--- config.mk ---
export PLATFORM = sky130hd
export DESIGN_NAME = div
export DESIGN_NICKNAME = d
export VERILOG_FILES = /design/src/rtl/div.sv
export SDC_FILE = /design/constraint.sdc
export NUM_CORES = 1
export LEC_CHECK = 0
export CORE_MARGIN = 10
export CORE_UTILIZATION = 40
export CTS_BUF_LIST = sky130_fd_sc_hd__clkbuf_4 sky130_fd_sc_hd__clkbuf_8
export CTS_CLUSTER_SIZE = 8
export DETAILED_ROUTE_END_ITERATION = 12
export SLEW_MARGIN = 20
export SYNTH_ARGS = -nofsm -noshare
export SYNTH_HDL_FRONTEND = slang
export SYNTH_SLANG_ARGS = --single-unit
--- constraint.sdc ---
create_clock -name clk -period 2.8 [get_ports clk]
set_clock_uncertainty 0.05 [all_clocks]
set_input_delay 0.56 -clock clk [delete_from_list [all_inputs] [get_ports clk]]
set_output_delay 0.56 -clock clk [all_outputs]
set_load 0.005 [all_outputs]
--- src/rtl/div.sv ---
// rtl/div.sv - sequential signed radix-2 restoring divider (MIPS DIV semantics)
//
// Purpose: computes srcA / srcB on two's complement operands, one quotient bit
// per clock. The quotient goes to lo and the remainder to hi. A start request is
// accepted in IDLE only. Results are valid, with a one-cycle done pulse, N+1
// edges after the start edge.
//
// Ports:
//   clk      in   1  rising-edge clock
//   reset    in   1  asynchronous active-low reset
//   srcA     in   N  dividend, sampled on the start edge
//   srcB     in   N  divisor, sampled on the start edge
//   divCtrl  in   1  start request, honoured only in IDLE
//   hi       out  N  remainder of the last completed division
//   lo       out  N  quotient of the last completed division
//   busy     out  1  division in progress (DIVIDE or FINISH)
//   done     out  1  one-cycle pulse on result update or divide-by-zero report
//   divZero  out  1  last accepted start had srcB == 0

module div #(
  parameter int N = 32
) (
  input  logic         clk,
  input  logic         reset,
  input  logic [N-1:0] srcA,
  input  logic [N-1:0] srcB,
  input  logic         divCtrl,
  output logic [N-1:0] hi,
  output logic [N-1:0] lo,
  output logic         busy,
  output logic         done,
  output logic         divZero
);

  localparam int CW = $clog2(N + 1);

  typedef enum logic [1:0] {IDLE, DIVIDE, FINISH} state_t;

  state_t         state, state_next;
  logic [N-1:0]   divisor;
  logic [N-1:0]   quot;      // holds the dividend; quotient bits shift in from the right
  logic [N:0]     rem;       // one spare bit so the trial subtraction sign is visible
  logic [CW-1:0]  count;
  logic           q_neg;
  logic           r_neg;

  logic           start_req;
  logic           start_zero;
  logic [N-1:0]   a_mag;
  logic [N-1:0]   b_mag;
  logic [N:0]     shifted;
  logic [N:0]     trial;

  assign start_req  = (state == IDLE) && divCtrl;
  assign start_zero = (srcB == '0);

  // Magnitudes as unsigned N-bit values; the most negative input maps to 2^(N-1).
  assign a_mag = srcA[N-1] ? -srcA : srcA;
  assign b_mag = srcB[N-1] ? -srcB : srcB;

  assign shifted = {rem[N-1:0], quot[N-1]};
  assign trial   = shifted - {1'b0, divisor};

  // State register
  always_ff @(posedge clk or negedge reset) begin
    if (!reset) begin
      state <= IDLE;
    end else begin
      state <= state_next;
    end
  end

  // Next-state logic
  always_comb begin
    state_next = state;
    case (state)
      IDLE: begin
        if (start_req && !start_zero) begin
          state_next = DIVIDE;
        end
      end
      DIVIDE: begin
        if (count == CW'(1)) begin
          state_next = FINISH;
        end
      end
      FINISH: begin
        state_next = IDLE;
      end
      default: begin
        state_next = IDLE;
      end
    endcase
  end

  // Output logic
  always_comb begin
    busy = (state != IDLE);
  end

  // Datapath and registered status outputs
  always_ff @(posedge clk or negedge reset) begin
    if (!reset) begin
      divisor <= '0;
      quot    <= '0;
      rem     <= '0;
      count   <= '0;
      q_neg   <= 1'b0;
      r_neg   <= 1'b0;
      hi      <= '0;
      lo      <= '0;
      done    <= 1'b0;
      divZero <= 1'b0;
    end else begin
      done <= 1'b0;
      case (state)
        IDLE: begin
          if (start_req) begin
            if (start_zero) begin
              // Report immediately; hi/lo keep the previous result.
              divZero <= 1'b1;
              done    <= 1'b1;
            end else begin
              quot    <= a_mag;
              divisor <= b_mag;
              q_neg   <= srcA[N-1] ^ srcB[N-1];
              r_neg   <= srcA[N-1];
              rem     <= '0;
              count   <= CW'(N);
              divZero <= 1'b0;
            end
          end
        end
        DIVIDE: begin
          if (!trial[N]) begin
            rem  <= trial;
            quot <= {quot[N-2:0], 1'b1};
          end else begin
            rem  <= shifted;
            quot <= {quot[N-2:0], 1'b0};
          end
          count <= count - CW'(1);
        end
        FINISH: begin
          // Remainder magnitude is below the divisor, so the low N bits hold it exactly.
          lo   <= q_neg ? -quot : quot;
          hi   <= r_neg ? -rem[N-1:0] : rem[N-1:0];
          done <= 1'b1;
        end
        default: begin
        end
      endcase
    end
  end

endmodule

==> impl_metrics.yaml, run 1 <==
global_route:
  antenna_found_initial: 1
  grt_pass1_wl_mm: 53.4
  grtUsageTotal_pct: 18.4
  grt_pass1_vias: 9998
  grt_max_degree: 66
  overflow: 0
logic_synthesis:
  ys_seq_area_share_pct: 38.8
  synth_top_area_cell: "dfrtp_1"
  mappedNetlistNets: 1366
  yosys_most_used_dff: "dfrtp_1"
  syn_inst: 1260
  synth_edf_count: 0
  postSynthAreaPerCell_sq_um: 8.81
  synth-seq-cells: 172
  synth_cell_types: 70
  synth_area_sq_um: 11100
  synth.area.top_cells: "dfrtp_1 (39%), xor2_1 (8.7%), o21ai_0 (8.5%)"
  synth_top_area_share_pct: 38.8
  yosys_warnings: 0
  synthArstFlopShare_pct: 100
sta:
  finalWorstSetupSlack_ns: -0.137
  drv_slew: 0
  timing.hold.ws_ns: 0.436
  fin_crit_ns: 2.94
  maxSlewHeadroom_pct: 39.2
  rsz0062_at_grt: "true"
  worstMarginPinSlew_ns: 0.888
  fmax_ghz: 0.340
  hold_viol_final: 0
  fin_crit_sh_pct: 105
  setup_viol: 40
pwr:
  pwr-share-clk_pct: 13.3
  pwr-share-seq_pct: 25.2
  p_leak_nw: 7.04
  total_power_mw: 14.1
  ir_drop_v: 0.000529
  p_sw_mw: 6.01
  internal-power_mw: 8.07
  p_comb_share_pct: 61.5
  p_per_area_nw_per_um2: 871
  power_switching_share_pct: 42.7
clocking:
  cts_tree: "built"
  cts.sinks: 172
  clk_pin_slew_ns: 0.11
  clockBufferDepth: 2
  clockRootBuffer: "clkbuf_8"
  clkLatencyLatePin_ns: 0.48
  ctsHtreeMaxLevel: 4
  cts_buffers: 17
status:
  violations: "setup timing"
  outcome: "complete, but fails checks"
finish:
  final_common_cell: "buf_4"
  finalCoreUtilization_pct: 59.7
  syn2layout_area_growth_pct: 45.7
  fin_cells: 2003
  drive_gt1_share_pct: 27.8
  layout.nets: 1723
  final_cell_mix: "buf_4 (247), dfrtp_1 (163), nand2_1 (162), o21ai_0 (139), clkdlybuf4s50_1 (123)"
placement:
  port-buffer-count: 133
  dp_cells: 1936
  gp_congestion: 0.880
  place_ws_ns: -0.562
  dp_hpwl_mm: 25.1
routing:
  ant_nets: 0
  drc: 0
  wl_per_cell_um: 16.8
  drt_iter0_drc: 717
  dr.pass1.iters: 5
  num_vias: 10600
  wl_mm: 33.7
  viasPerCell: 5.29
hold_path:
  hp-start: "hi[9]$_DFFE_PN0P_"
  hp-class: "reg -> reg"
floorplanning:
  core.rowCount: 60
  die_h_um: 187
  start_util_pct: 41.0
  core_sq_um: 27100
  io_pins: 134
  die_area_sq_um: 34800
  die_w_um: 187
critical_path:
  startpoint: "divisor[0]$_DFFE_PN0P_"
  reg2reg_slack_ns: -0.14
  startpoint_type: "register"
  critPathCaptureType: "register"
  critical_path_class: "reg -> reg"
  cp.arrival_ns: 3.23
  required_ns: 3.09
  crit-reg2reg-launch: "divisor[0]$_DFFE_PN0P_"
  crit_fanout: 7
flow_run:
  drv_cap: 0
[cell type report]
class	instances	area [sq um]
Tap cell	372	465
Sequential cell	172	4320
Inverter	49	184
Clock inverter	15	188
Multi-Input combinational cell	968	7100
Fill cell	2416	10900
Antenna cell	1	2.50
Clock buffer	17	234
Timing Repair Buffer	409	3680
[worst max-delay path, stage by stage (launching register included)]
cell       delay, ns
dfrtp_2         0.47
ha_4            0.18
fa_2            0.39
nand2b_4        0.17
a21oi_4         0.17
o2111ai_2       0.14
nand2_2         0.13
a211o_1         0.15
a31o_4          0.19
xor2_4          0.17
buf_12          0.15
buf_12          0.13
mux2i_2         0.22
o21ai_1         0.08
[per-stage QoR]
step	instance area, sq um	TNS, ns
after global placement	14600	-49.12
after floorplan	11200	-0.176
after CTS	15600	-1.62
final	16200	-2.46
after detailed placement	14600	-52.20
after global routing	16200	-6.65
[Yosys cell counts (3+ instances only)]
library cell	n
nor2b_1	7
o41ai_1	16
a21o_1	11
nand2_1	168
o311a_1	3
buf_2	16
o21a_1	3
or2_2	3
and2_1	3
o31ai_1	39
a21oi_1	54
nand2b_1	16
nand4_1	5
dfrtp_1	172
a22oi_1	8
nor3_1	11
and3_1	5
a32oi_1	14
mux2i_1	24
buf_1	4
a211oi_1	3
inv_1	49
xor2_1	110
o21ai_1	4
nand3_1	24
xnor2_1	35
o21ai_0	188
nor4_4	3
a221o_1	18
clkbuf_1	49
nor2_1	65
nor4_1	6
ha_1	38
o311ai_0	4
or3_1	17
or4_1	20
a31oi_1	3
[flip-flops by register name, summed over array words and instances (netlist names)]
name     cells
hi          32
q_neg        1
count        6
state        2
quot        32
r_neg        1
lo          32
done         1
divZero      1
rem         32
divisor     32
[per-layer routing]
layer / track usage [%] / wire length [um] / vias to the layer above / part of all wire, %
met3: 2.61 / 1790 / 23 / 5.3
met5: 0 / 0 / - / 0
met4: 3.85 / 376 / 0 / 1.1
met2: 26.2 / 14200 / 321 / 42
met1: 28.5 / 17400 / 5003 / 52
li1: - / - / 5249 / -
[repair_timing]
action / in CTS / in global routing
gates resized for setup: 124 / 91
hold buffers: 1 / 0
gates cloned: 2 / 3
endpoints found under the hold margin: 16 / 0
pin swaps: 36 / 34
setup buffers: 19 / 10
setup endpoints to repair: 68 / 69
[worst paths after layout]
check                                     endpoint  cells after the start
min in group asynchronous       lo[11]$_DFFE_PN0P_                      2
worst max-delay path            rem[2]$_DFFE_PN0P_                     13
worst max register to register  rem[2]$_DFFE_PN0P_                     13
worst min-delay path             hi[9]$_DFFE_PN0P_                      2
worst min register to register   hi[9]$_DFFE_PN0P_                      2
max in group asynchronous       lo[29]$_DFFE_PN0P_                      3
[power by group through the flow]
stage	sequential (mW)	combinational, mW	clock [mW]
floorplan	3.49	3.94	0
global placement	3.52	6.89	0
detailed placement	3.53	6.97	0
CTS	3.50	8.08	1.91
global route	3.59	9.38	2.01
finish	3.54	8.66	1.87
[cells by family after synthesis]
family                   count (synthesis)  share of synthesized area, %
buffers and inverters                  120                          4.31
AO/OA/AOI/OAI                          389                          22.3
XOR/XNOR                               146                          11.6
adder cells (fa/ha/maj)                 39                          4.46
multiplexers                            25                          2.27
AND/OR/NAND/NOR                        369                          16.3
flip-flops                             172                          38.8
Note: power is estimated with default switching activity, not from simulation.
==> run 2: changes to the inputs <==
Settings changed: SLEW_MARGIN 20 to 40.
==> impl_metrics.yaml, run 2 (same netlist as run 1, synthesis figures left out) <==
status:
  outcome: "complete, but fails checks"
  violations: "hold timing, setup timing"
routing:
  viasPerCell: 5.27
  dr.pass1.iters: 5
  drc: 0
  ant_nets: 0
  wl_per_cell_um: 17.0
  num_vias: 10600
  drt_iter0_drc: 636
  wl_mm: 34.3
hold_path:
  hp-class: "in -> async"
floorplanning:
  core.rowCount: 60
  core_sq_um: 27100
  die_w_um: 187
  start_util_pct: 41.0
  die_h_um: 187
  die_area_sq_um: 34800
  io_pins: 134
clocking:
  clockRootBuffer: "clkbuf_8"
  clockBufferDepth: 2
  hold_buffers: 0
  ctsHtreeMaxLevel: 4
  clk_pin_slew_ns: 0.12
  cts.sinks: 172
  cts_buffers: 17
  clkLatencyLatePin_ns: 0.49
  cts_tree: "built"
finish:
  syn2layout_area_growth_pct: 46.8
  layout.nets: 1734
  final_common_cell: "buf_4"
  finalCoreUtilization_pct: 60.1
  drive_gt1_share_pct: 28.0
  final_cell_mix: "buf_4 (249), nand2_1 (164), dfrtp_1 (163), o21ai_0 (133), clkdlybuf4s50_1 (117)"
  final_area_sq_um: 16300
  n_antenna_cell: 0
global_route:
  overflow: 0
  grt_pass1_vias: 10100
  grt_pass1_wl_mm: 54.5
  grtUsageTotal_pct: 18.7
  antenna_found_initial: 0
  grt_max_degree: 66
placement:
  placed_area_sq_um: 14600
  gp_congestion: 0.880
  port-buffer-count: 133
  dp_hpwl_mm: 25.2
sta:
  finalWorstSetupSlack_ns: -0.164
  maxSlewHeadroom_pct: 41.0
  drv_slew: 0
  timing.hold.ws_ns: -0.0152
  fin_crit_ns: 2.96
  fin_crit_sh_pct: 106
  hold_viol_final: 18
  worstMarginPinSlew_ns: 0.877
  rsz0062_at_grt: "true"
  tns_ns: -3.89
  setup_viol: 41
  fmax_ghz: 0.337
critical_path:
  critical_path_class: "reg -> reg"
  critPathCaptureType: "register"
  worstReg2RegEnd: "rem[2]$_DFFE_PN0P_"
  reg2reg_slack_ns: -0.16
  cp.arrival_ns: 3.26
  crit-reg2reg-launch: "rem[2]$_DFFE_PN0P_"
  crit_fanout: 7
  startpoint_type: "register"
  critPathTopFamily: "compound AO/OA/AOI/OAI gates"
  rr_worst_depth: 12
  startpoint: "rem[2]$_DFFE_PN0P_"
  crit_chain: "ha_1 -> o211ai_1 -> a21oi_4 -> o2111ai_2 -> nand2_2 -> a211o_1 -> a31o_4 -> xor2_4 -> buf_6 -> buf_12 -> mux2i_2 -> o21ai_1"
  cp-endpoint: "rem[2]$_DFFE_PN0P_"
  slowest_stage: "dfrtp_1"
  path_depth: 12
  critPathMaxStageDelay_ns: 0.42
  crit_buf_inv: 2
  required_ns: 3.10
pwr:
  p_per_area_nw_per_um2: 867
  p_leak_nw: 7.17
  ir_drop_v: 0.000538
  total_power_mw: 14.1
flow_run:
  drv_cap: 0
-- run 2: cell count changes in the layout (fill, tap and decap cells not counted), sizes merged --
cell	previous run	this run
buf	273	286
clkbuf	20	21
clkdlybuf4s50	123	117
clkinv	6	7
clkinvlp	1	0
diode	1	0
dlygate4sd3	1	0
dlymetal6s2s	9	13
-- run 2: worst min path at each step --
stage,from,to,cells after the start
after global placement,lo[11]$_DFFE_PN0P_,lo[11]$_DFFE_PN0P_,2
final,reset,lo[11]$_DFFE_PN0P_,1
after detailed placement,lo[11]$_DFFE_PN0P_,lo[11]$_DFFE_PN0P_,2
after floorplan,reset,count[0]$_DFFE_PN0P_,0
after global routing,reset,lo[12]$_DFFE_PN0P_,1
after CTS,reset,lo[11]$_DFFE_PN0P_,1
-- run 2: metal layers --
layer / wire [um] / track usage (%) / up-vias
met5: 0 / 0 / -
li1: - / - / 5279
met2: 14400 / 26.9 / 293
met3: 1770 / 2.85 / 36
met4: 510 / 4.16 / 0
met1: 17600 / 28.6 / 5002
-- run 2: timing repair --
item / in CTS / in global routing
pin swaps: 34 / 60
gates cloned: 5 / 3
buffers inserted: 22 / 16
setup endpoints to repair: 73 / 95
resized for setup: 122 / 109
-- run 2: layout make-up --
| type | count | area [sq um] |
|---|---|---|
| fillers | 2364 | 10800 |
| clock inverters | 15 | 186 |
| well taps | 372 | 465 |
| repair buffers | 420 | 3850 |
| inverters | 49 | 184 |
| flip-flops and latches | 172 | 4320 |
| clock buffers | 17 | 234 |
| multi-input cells | 968 | 7060 |
-- run 2: where the power goes --
part | internal [mW] | switching, mW
logic | 4.45 | 4.25
clock network | 0.696 | 1.17
registers | 2.97 | 0.588
total | 8.12 | 6.01
-- run 2: through the flow --
| stage | setup WS, ns | instances |
|---|---|---|
| 3_3_place_gp | -0.589 | 1936 |
| 2_1_floorplan | -0.0247 | 1260 |
| 4_1_cts | -0.105 | 1995 |
| 3_5_place_dp | -0.590 | 1936 |
| 5_1_grt | -0.261 | 2013 |
| 6_report | -0.164 | 2013 |
